**src/rtl/pipe_intr_mdu_pkg.sv**
```systemverilog
// Shared encodings for the iterative multiply/divide unit: op codes, FSM states
// and small op-decoding helpers.
package mdu_pkg;

  localparam logic [1:0] MDU_MULT  = 2'd0;
  localparam logic [1:0] MDU_MULTU = 2'd1;
  localparam logic [1:0] MDU_DIV   = 2'd2;
  localparam logic [1:0] MDU_DIVU  = 2'd3;

  typedef enum logic [1:0] {
    IDLE = 2'd0,
    CALC = 2'd1,
    FIX  = 2'd2
  } mdu_state_e;

  function automatic logic op_is_signed(input logic [1:0] op_v);
    return (op_v == MDU_MULT) || (op_v == MDU_DIV);
  endfunction

  function automatic logic op_is_div(input logic [1:0] op_v);
    return (op_v == MDU_DIV) || (op_v == MDU_DIVU);
  endfunction

endpackage

```
**src/rtl/pipe_intr_mdu_step.sv**
```systemverilog
// One radix-2 iteration on the {upper, lower} accumulator: shift-add for
// multiply, restoring subtract-compare for divide.
module mdu_step #(
  parameter int WIDTH = 32
) (
  input  logic               is_div_i,
  input  logic [2*WIDTH-1:0] acc_i,
  input  logic [WIDTH-1:0]   opnd_i,
  output logic [2*WIDTH-1:0] acc_o
);

  logic [WIDTH:0] sum_s;
  logic [WIDTH:0] rem_sh_s;
  logic [WIDTH:0] diff_s;

  // Next accumulator value for the selected operation
  always_comb begin
    sum_s    = {1'b0, acc_i[2*WIDTH-1:WIDTH]} +
               (acc_i[0] ? {1'b0, opnd_i} : {(WIDTH+1){1'b0}});
    rem_sh_s = acc_i[2*WIDTH-1:WIDTH-1];
    diff_s   = rem_sh_s - {1'b0, opnd_i};
    if (is_div_i) begin
      // diff_s[WIDTH] set means the trial subtraction went negative: restore
      if (!diff_s[WIDTH]) begin
        acc_o = {diff_s[WIDTH-1:0], acc_i[WIDTH-2:0], 1'b1};
      end else begin
        acc_o = {rem_sh_s[WIDTH-1:0], acc_i[WIDTH-2:0], 1'b0};
      end
    end else begin
      acc_o = {sum_s, acc_i[WIDTH-1:1]};
    end
  end

endmodule

```
**src/rtl/pipe_intr_mdu.sv**
```systemverilog
// Iterative MULT/MULTU/DIV/DIVU unit owning HI/LO, with flush cancel and
// MTHI/MTLO write ports. Latency is WIDTH+1 cycles for every operation.
module pipe_intr_mdu
  import mdu_pkg::*;
#(
  parameter int WIDTH = 32,
  parameter int CNT_W = $clog2(WIDTH) + 1
) (
  input  logic             clk,
  input  logic             clrn,
  input  logic             start,
  input  logic [1:0]       op,
  input  logic [WIDTH-1:0] a,
  input  logic [WIDTH-1:0] b,
  input  logic             cancel,
  input  logic             wr_hi,
  input  logic             wr_lo,
  input  logic [WIDTH-1:0] wdata,
  output logic             busy,
  output logic             done,
  output logic             dz,
  output logic [WIDTH-1:0] hi,
  output logic [WIDTH-1:0] lo
);

  mdu_state_e         state_q;
  logic [1:0]         op_q;
  logic [WIDTH-1:0]   b_q;
  logic [2*WIDTH-1:0] acc_q;
  logic               neg_q;
  logic               rneg_q;
  logic [CNT_W-1:0]   cnt_q;
  logic [WIDTH-1:0]   hi_q;
  logic [WIDTH-1:0]   lo_q;
  logic               busy_q;
  logic               done_q;
  logic               dz_q;

  logic               a_neg_d;
  logic               b_neg_d;
  logic [WIDTH-1:0]   a_abs_d;
  logic [WIDTH-1:0]   b_abs_d;
  logic [2*WIDTH-1:0] acc_d;
  logic [2*WIDTH-1:0] prod_d;
  logic [WIDTH-1:0]   quot_d;
  logic [WIDTH-1:0]   rem_d;
  logic               div_zero_d;
  logic [WIDTH-1:0]   fix_hi_d;
  logic [WIDTH-1:0]   fix_lo_d;

  mdu_step #(.WIDTH(WIDTH)) u_step (
    .is_div_i (op_is_div(op_q)),
    .acc_i    (acc_q),
    .opnd_i   (b_q),
    .acc_o    (acc_d)
  );

  // Operand magnitudes at launch and sign-corrected results for FIX
  always_comb begin
    a_neg_d    = op_is_signed(op) & a[WIDTH-1];
    b_neg_d    = op_is_signed(op) & b[WIDTH-1];
    a_abs_d    = a_neg_d ? -a : a;
    b_abs_d    = b_neg_d ? -b : b;
    prod_d     = neg_q ? -acc_q : acc_q;
    quot_d     = neg_q ? -acc_q[WIDTH-1:0] : acc_q[WIDTH-1:0];
    rem_d      = rneg_q ? -acc_q[2*WIDTH-1:WIDTH] : acc_q[2*WIDTH-1:WIDTH];
    div_zero_d = (b_q == {WIDTH{1'b0}});
    // With a zero divisor the remainder path already reproduces the dividend
    if (op_is_div(op_q)) begin
      fix_hi_d = rem_d;
      fix_lo_d = div_zero_d ? {WIDTH{1'b1}} : quot_d;
    end else begin
      fix_hi_d = prod_d[2*WIDTH-1:WIDTH];
      fix_lo_d = prod_d[WIDTH-1:0];
    end
  end

  // Control FSM, iteration state and the architectural HI/LO/dz registers
  always_ff @(posedge clk or negedge clrn) begin
    if (!clrn) begin
      state_q <= IDLE;
      op_q    <= 2'd0;
      b_q     <= {WIDTH{1'b0}};
      acc_q   <= {(2*WIDTH){1'b0}};
      neg_q   <= 1'b0;
      rneg_q  <= 1'b0;
      cnt_q   <= {CNT_W{1'b0}};
      hi_q    <= {WIDTH{1'b0}};
      lo_q    <= {WIDTH{1'b0}};
      busy_q  <= 1'b0;
      done_q  <= 1'b0;
      dz_q    <= 1'b0;
    end else begin
      done_q <= 1'b0;
      if (wr_hi) hi_q <= wdata;
      if (wr_lo) lo_q <= wdata;
      case (state_q)
        IDLE: begin
          if (start && !cancel) begin
            op_q    <= op;
            b_q     <= b_abs_d;
            acc_q   <= {{WIDTH{1'b0}}, a_abs_d};
            neg_q   <= a_neg_d ^ b_neg_d;
            rneg_q  <= a_neg_d;
            cnt_q   <= CNT_W'(WIDTH);
            busy_q  <= 1'b1;
            state_q <= CALC;
          end
        end
        CALC: begin
          if (cancel) begin
            busy_q  <= 1'b0;
            state_q <= IDLE;
          end else begin
            acc_q <= acc_d;
            cnt_q <= cnt_q - CNT_W'(1);
            if (cnt_q == CNT_W'(1)) state_q <= FIX;
          end
        end
        FIX: begin
          busy_q  <= 1'b0;
          state_q <= IDLE;
          if (!cancel) begin
            hi_q   <= fix_hi_d;
            lo_q   <= fix_lo_d;
            done_q <= 1'b1;
            if (op_is_div(op_q)) dz_q <= div_zero_d;
          end
        end
        default: begin
          busy_q  <= 1'b0;
          state_q <= IDLE;
        end
      endcase
    end
  end

  assign busy = busy_q;
  assign done = done_q;
  assign dz   = dz_q;
  assign hi   = hi_q;
  assign lo   = lo_q;

endmodule

```
**config.mk**
```make
export PLATFORM = sky130hd
export DESIGN_NAME = pipe_intr_mdu
export DESIGN_NICKNAME = d
export VERILOG_FILES = /design/src/rtl/pipe_intr_mdu_pkg.sv /design/src/rtl/pipe_intr_mdu_step.sv /design/src/rtl/pipe_intr_mdu.sv
export SDC_FILE = /design/constraint.sdc
export NUM_CORES = 1
export LEC_CHECK = 0
export ABC_CLOCK_PERIOD_IN_PS = 3550
export CAP_MARGIN = 15
export CORE_UTILIZATION = 52
export DETAILED_ROUTE_END_ITERATION = 7
export PLACE_DENSITY = 0.79
export SLEW_MARGIN = 20
export SYNTH_ARGS = -nofsm -noshare
export SYNTH_HDL_FRONTEND = slang
export SYNTH_SLANG_ARGS = --single-unit
```
**constraint.sdc**
```tcl
create_clock -name clk -period 3.55 [get_ports clk]
set_input_delay 0.5325 -clock clk [delete_from_list [all_inputs] [get_ports clk]]
set_output_delay 0.5325 -clock clk [all_outputs]
set_load 0.01 [all_outputs]
```
==> results of run 1 <==
metal layers:
layer  global-route usage [%]  up-vias
met5                        0        -
met4                     11.2        0
met3                     5.85      112
met2                     54.6      770
met1                     47.6     7151
li1                         -     6947
final timing paths:
path,from,endpoint,slack [ns],cells past startpoint
worst max-delay path,acc_q[0],acc_q[62],0.11,14
worst min-delay path,clrn,done,0.06,1
worst max register to register,acc_q[0],acc_q[62],0.11,14
worst min register to register,b_q[18],b_q[18],0.52,2
max in group asynchronous,clrn,op_q[1],2.58,2
min in group clk,b_q[18],b_q[18],0.52,2
area by class of cell:
type / count / area [µm²] / area share, %
multi-input combinational: 1464 / 9650 / 53.0
sequential: 174 / 4360 / 23.9
timing repair buffer: 312 / 2850 / 15.7
tap: 372 / 465 / 2.56
clock buffer: 17 / 425 / 2.34
inverter: 64 / 240 / 1.32
clock inverter: 15 / 216 / 1.19
cells by family after synthesis:
family	count (synthesis)	synth area share (%)
AOI/OAI and AO/OA	530	22.0
xor gates and xnor gates	179	10.8
adders and majority gates	72	6.30
buffers and inverters	160	4.16
DFF	174	29.9
muxes	116	8.01
and+or+nand+nor	567	18.8
cells in the final DEF (no fill, tap or decap), types with 19 or more instances in the layout:
cell	count
nand2_1	218
o21ai_0	217
dfrtp_1	173
clkdlybuf4s50_1	167
buf_4	133
nor2_1	121
mux2i_1	113
a21oi_1	102
xor2_1	93
xnor2_1	85
ha_1	70
inv_1	63
a22oi_1	53
nor3_1	34
nor4_1	27
o31ai_1	26
a21o_1	24
nand3_1	23
or3_1	20
nand2b_1	19
timing repair:
item / in CTS / in global routing
hold buffers: 0 / 0
hold endpoints to repair: 0 / 0
gates resized for setup: 0 / 10
endpoints found under the setup margin: 0 / 28
registers in the layout (all words and copies together) (netlist names):
name     flops
b_q         32
rneg_q       1
neg_q        1
hi          32
dz           1
lo          32
acc_q       64
done         1
busy         1
state_q      2
op_q         1
cnt_q        6
per-stage QoR:
step	worst slack (ns)	cells	hold slack (ns)	instance area, µm²	TNS (ns)
after floorplan	0.185	1798	0.237	14500	0
after global placement	-0.0718	2385	0.491	17500	-0.110
after detailed placement	-0.0884	2386	0.501	17500	-0.192
after CTS	0.0445	2418	0.0915	18200	0
after global routing	-0.0378	2418	0.116	18200	-0.0378
final	0.115	2418	0.0590	18200	0
power groups by stage:
| stage | clock network [W] | logic, W | registers, W |
|---|---|---|---|
| detailed placement | 0 | 0.00765 | 0.00297 |
| CTS | 0.00209 | 0.00772 | 0.00294 |
| global route | 0.00217 | 0.00853 | 0.00302 |
| global placement | 0 | 0.00752 | 0.00295 |
| finish | 0.00209 | 0.00794 | 0.00296 |
| floorplan | 0 | 0.00505 | 0.00291 |
critical path, cell delays in order, from the launching register on:
cell	delay (ns)
dfrtp_1	0.44
inv_1	0.16
buf_12	0.14
buf_4	0.18
nor2_1	0.07
ha_1	0.28
a21oi_1	0.21
nor3b_1	0.37
a21boi_2	0.15
a21oi_1	0.27
o21ai_0	0.18
o2111ai_1	0.25
nand2_1	0.13
xor2_1	0.16
a221o_1	0.32
==> run metrics, run 1 <==
Post-synth top cells nand2_1 (218), o21ai_0 (217), dfrtp_1 (174); drt wl/cell 20.4 µm; TritonCTS buffer count 17; Net Sw Frac 47.2%; Area Overhead vs Synth 25.1%; Fill cells 2253; width of the die 169 µm; DRT Pass-1 Iters 5; Starting Density 53.5%; num rows 60; synthesized cell area 14500 µm²; gr usage total 34.4%; WP data required 3.88 ns; met3 WL post-DR 4830 µm; kind of critical path flip-flop to flip-flop; drt total wl 49300 µm; MaxCap Viol Count 0; clock sink total 174; # diodes 0; routed vias/inst 6.20; average size of a mapped cell 8.09 µm²; IO buf count 170; Comb power frac 61.1%; Yosys top cell area share 29.9%; number of synthesized flops with an enable pin 0; Worst-Margin Slew 1.01 ns; YS warnings 0; met2 WL 22100 µm; die area 28600 µm²; layout cells sized above 1 10.6%; Synth area leader dfrtp_1; Initial DRC Count 1691; endpoint type of the worst setup path flip-flop; fmax 0.291 GHz; Final HPWL DP 37900 µm; I/O pins 171; clock skew 0.0144 ns; post-layout minimum cycle time 3.44 ns; via count 15000; Top FF cell, synth dfrtp_1; crit path DAT 3.77 ns; total setup buffers inserted after CTS 0; number of synthesized register bits 174; most frequent cell after synthesis nand2_1; Cells after Synth 1798; Net Sw Power 0.00613 W; VDD IR-drop max 0.000436 V; Design Power 0.0130 W; Final ANT Viol Nets 0; vias in the first global route 14100; Clock H-tree levels 4; Pleak 8.03 nW; Sequential Power Share 22.8%; first-pass GRT wire length 76800 µm; WL met1 20900 µm; clock latency on the worst-skew pair 0.46 ns; Hold Violations, Final 0; grt total ovfl 0; CTS Buffer Depth 2; top cells by area, synth dfrtp_1 (30%), mux2i_1 (7.8%), o21ai_0 (7.5%); fin nets 2209; Hold Crit Class input pin to async pin; Core Util, Final 67.0%; initial antenna violation count 0; Worst slew margin 32.9%; RSZ-0062 raised after global routing true; Final setup viols 0; Root Driver clkbuf_16; drc violations 0; register area share after synthesis 29.9%; Tcrit/Tclk final 96.8%; die span in y 169 µm; largest net degree at the start of global routing 80; clk slew on worst S/H paths 0.09 ns; CTS tree yes; PwrDens 714 nW/µm²; async set or reset register ratio after synthesis 100%; Mapped Nets 1974; status finished clean; startpoint types flip-flop; Pins Over Slew Limit 0; routability congestion estimate 0.966; clock group share of total power 16.1%; Netlist cell types 69; critical path fanouts, max 10; DR top layer met4; P_int 0.00686 W; core area 27200 µm²
(Power assumes the default switching activity.)
==> run 2: changes to the inputs <==
- CAP_MARGIN: 15 -> 0
- HOLD_SLACK_MARGIN: default -> 0.02
- REMOVE_ABC_BUFFERS: default -> 1
==> run 2 against run 1 <==
Compared with the run above:
- largest cell class unchanged
- first-iteration DRC count decreased by 17%
- critical path depth decreased by 4
- register-to-register slack got worse by 0.02 ns
- sequential share of layout area decreased by 0.73 points
- cell area increased by 3.2%
- clock power increased by 4%
- global-route usage increased by 1.3 points
- sequential cell count unchanged
==> run metrics, run 2 (synthesis gave the netlist of run 1 again) <==
status finished clean; kind of critical path flip-flop to flip-flop; initial antenna violation count 0; Tcrit/Tclk final 97.3%; Most common cell on crit path or3_4; DRT Pass-1 Iters 5; Place WS -0.120 ns; fmax 0.290 GHz; setup TNS 0 ns; clock skew 0.0141 ns; # diodes 0; Core Util, Final 69.1%; I/O pins 171; Initial DRC Count 1397; via count 15200; Reg2Reg Depth 10; Final setup viols 0; post-layout minimum cycle time 3.45 ns; CTS Buffer Depth 2; largest net degree at the start of global routing 94; max reg flops 64; CP Depth 10; Final ANT Viol Nets 0; Worst-Margin Slew 1.15 ns; Fill cells 2223; PwrDens 720 nW/µm²; clock sink total 174; Reg2Reg Setup Slack 0.1 ns; crit path buf inv count 0; highest cell delay on the worst timing path 0.54 ns; most flop-heavy register acc_q; grt total ovfl 0; gr usage total 35.7%; layout cells sized above 1 13.4%; die span in y 169 µm; crit path DAT 3.75 ns; Area Overhead vs Synth 29.1%; drt wl/cell 20.4 µm; Worst slew margin 23.6%; most frequent cells in the layout nand2_1 (218), o21ai_0 (213), buf_4 (194); first-pass GRT wire length 80200 µm; crit path to hi[31]; worst-path cell chain or3_4, or3_4, or4b_1, or3_4, or3_4, nor4_4, o22ai_2, a21oi_2, xnor2_1, a21oi_1; clk slew on worst S/H paths 0.08 ns; MaxCap Viol Count 0; core area 27200 µm²; fin nets 2273; Root Driver clkbuf_16; critical path fanouts, max 6; CP max stage cell or4b_1; clock latency on the worst-skew pair 0.44 ns; endpoint type of the worst setup path flip-flop; TritonCTS buffer count 17; IO buf count 170; RR Startpoint acc_q[22]; Hold Violations, Final 0; num rows 60; Final HPWL DP 38700 µm; routed vias/inst 6.14; capturing point of the worst reg2reg path hi[31]; crit path from acc_q[22]; width of the die 169 µm; die area 28600 µm²; Hold Crit Class input pin to async pin; startpoint types flip-flop; vias in the first global route 14900; Pleak 8.37 nW; delay-heaviest family, CP simple AND/OR/NAND/NOR gates; drc violations 0; Pins Over Slew Limit 0; drt total wl 50600 µm; Starting Density 53.5%; CTS tree yes; slack of the critical path 0.0974 ns; WP data required 3.85 ns; Clock H-tree levels 4; CTS Hold Buffers Added 0; commonest non-fill, non-tap cell in the layout nand2_1; routability congestion estimate 0.990; VDD IR-drop max 0.000487 V
[run 2: cell types whose count changed in the layout (fill, tap and decap cells not counted), sizes merged]
cell and delta:
buf +64, bufinv +5, clkinv -4, clkinvlp +1, inv -4, clkbuf +2
[run 2: worst reg2reg max path, delay by kind of cell, from the launching register on]
kind,cells,cell delay [ns]
AO/OA/AOI/OAI,3,0.46
XOR/XNOR,1,0.16
AND/OR/NAND/NOR,6,2.24
flip-flops,1,0.46
[run 2: through the flow]
step,hold slack [ns],power (W),cells,area (µm²)
CTS,0.158,0.0132,2480,18700
floorplan,0.237,0.00789,1702,14200
finish,0.134,0.0135,2482,18800
global route,0.179,0.0144,2482,18800
global placement,0.489,0.0109,2448,18000
detailed placement,0.500,0.0110,2448,18000
[run 2: worst min path at each step]
stage | from | end | slack [ns] | depth (start not counted)
2_1_floorplan | clrn | acc_q[0] | 0.24 | 0
3_3_place_gp | b_q[6] | b_q[6] | 0.49 | 2
3_5_place_dp | b_q[21] | b_q[21] | 0.50 | 2
4_1_cts | clrn | hi[14] | 0.16 | 1
5_1_grt | clrn | done | 0.18 | 1
6_report | clrn | hi[14] | 0.13 | 1
[run 2: cell type report]
type / count / area [µm²] / share of cell area (%)
multi-input combinational: 1464 / 9670 / 51.5
sequential: 174 / 4360 / 23.2
timing repair buffer: 376 / 3390 / 18.1
tap: 372 / 465 / 2.48
clock buffer: 19 / 433 / 2.31
inverter: 64 / 240 / 1.28
clock inverter: 13 / 221 / 1.18
[run 2: power by group]
| part | switching, W | leakage (nW) | internal [W] |
|---|---|---|---|
| logic | 0.00467 | 5.92 | 0.00380 |
| clock network | 0.000905 | 0.315 | 0.00127 |
| registers | 0.000467 | 2.14 | 0.00241 |
| total | 0.00604 | 8.37 | 0.00748 |
[run 2: what timing repair did]
action                                  CTS  global route
hold endpoints to repair                  0             0
resized for setup                         0            18
setup buffers                             0             2
endpoints found under the setup margin    0            34
[run 2: layer usage]
metal | vias up | GRT usage [%] | part of all wire [%]
met4 | 0 | 15.2 | 3.8
li1 | 7078 | - | -
met3 | 134 | 4.78 | 7.0
met2 | 726 | 59.9 | 47
met5 | - | 0 | 0
met1 | 7309 | 46.2 | 42
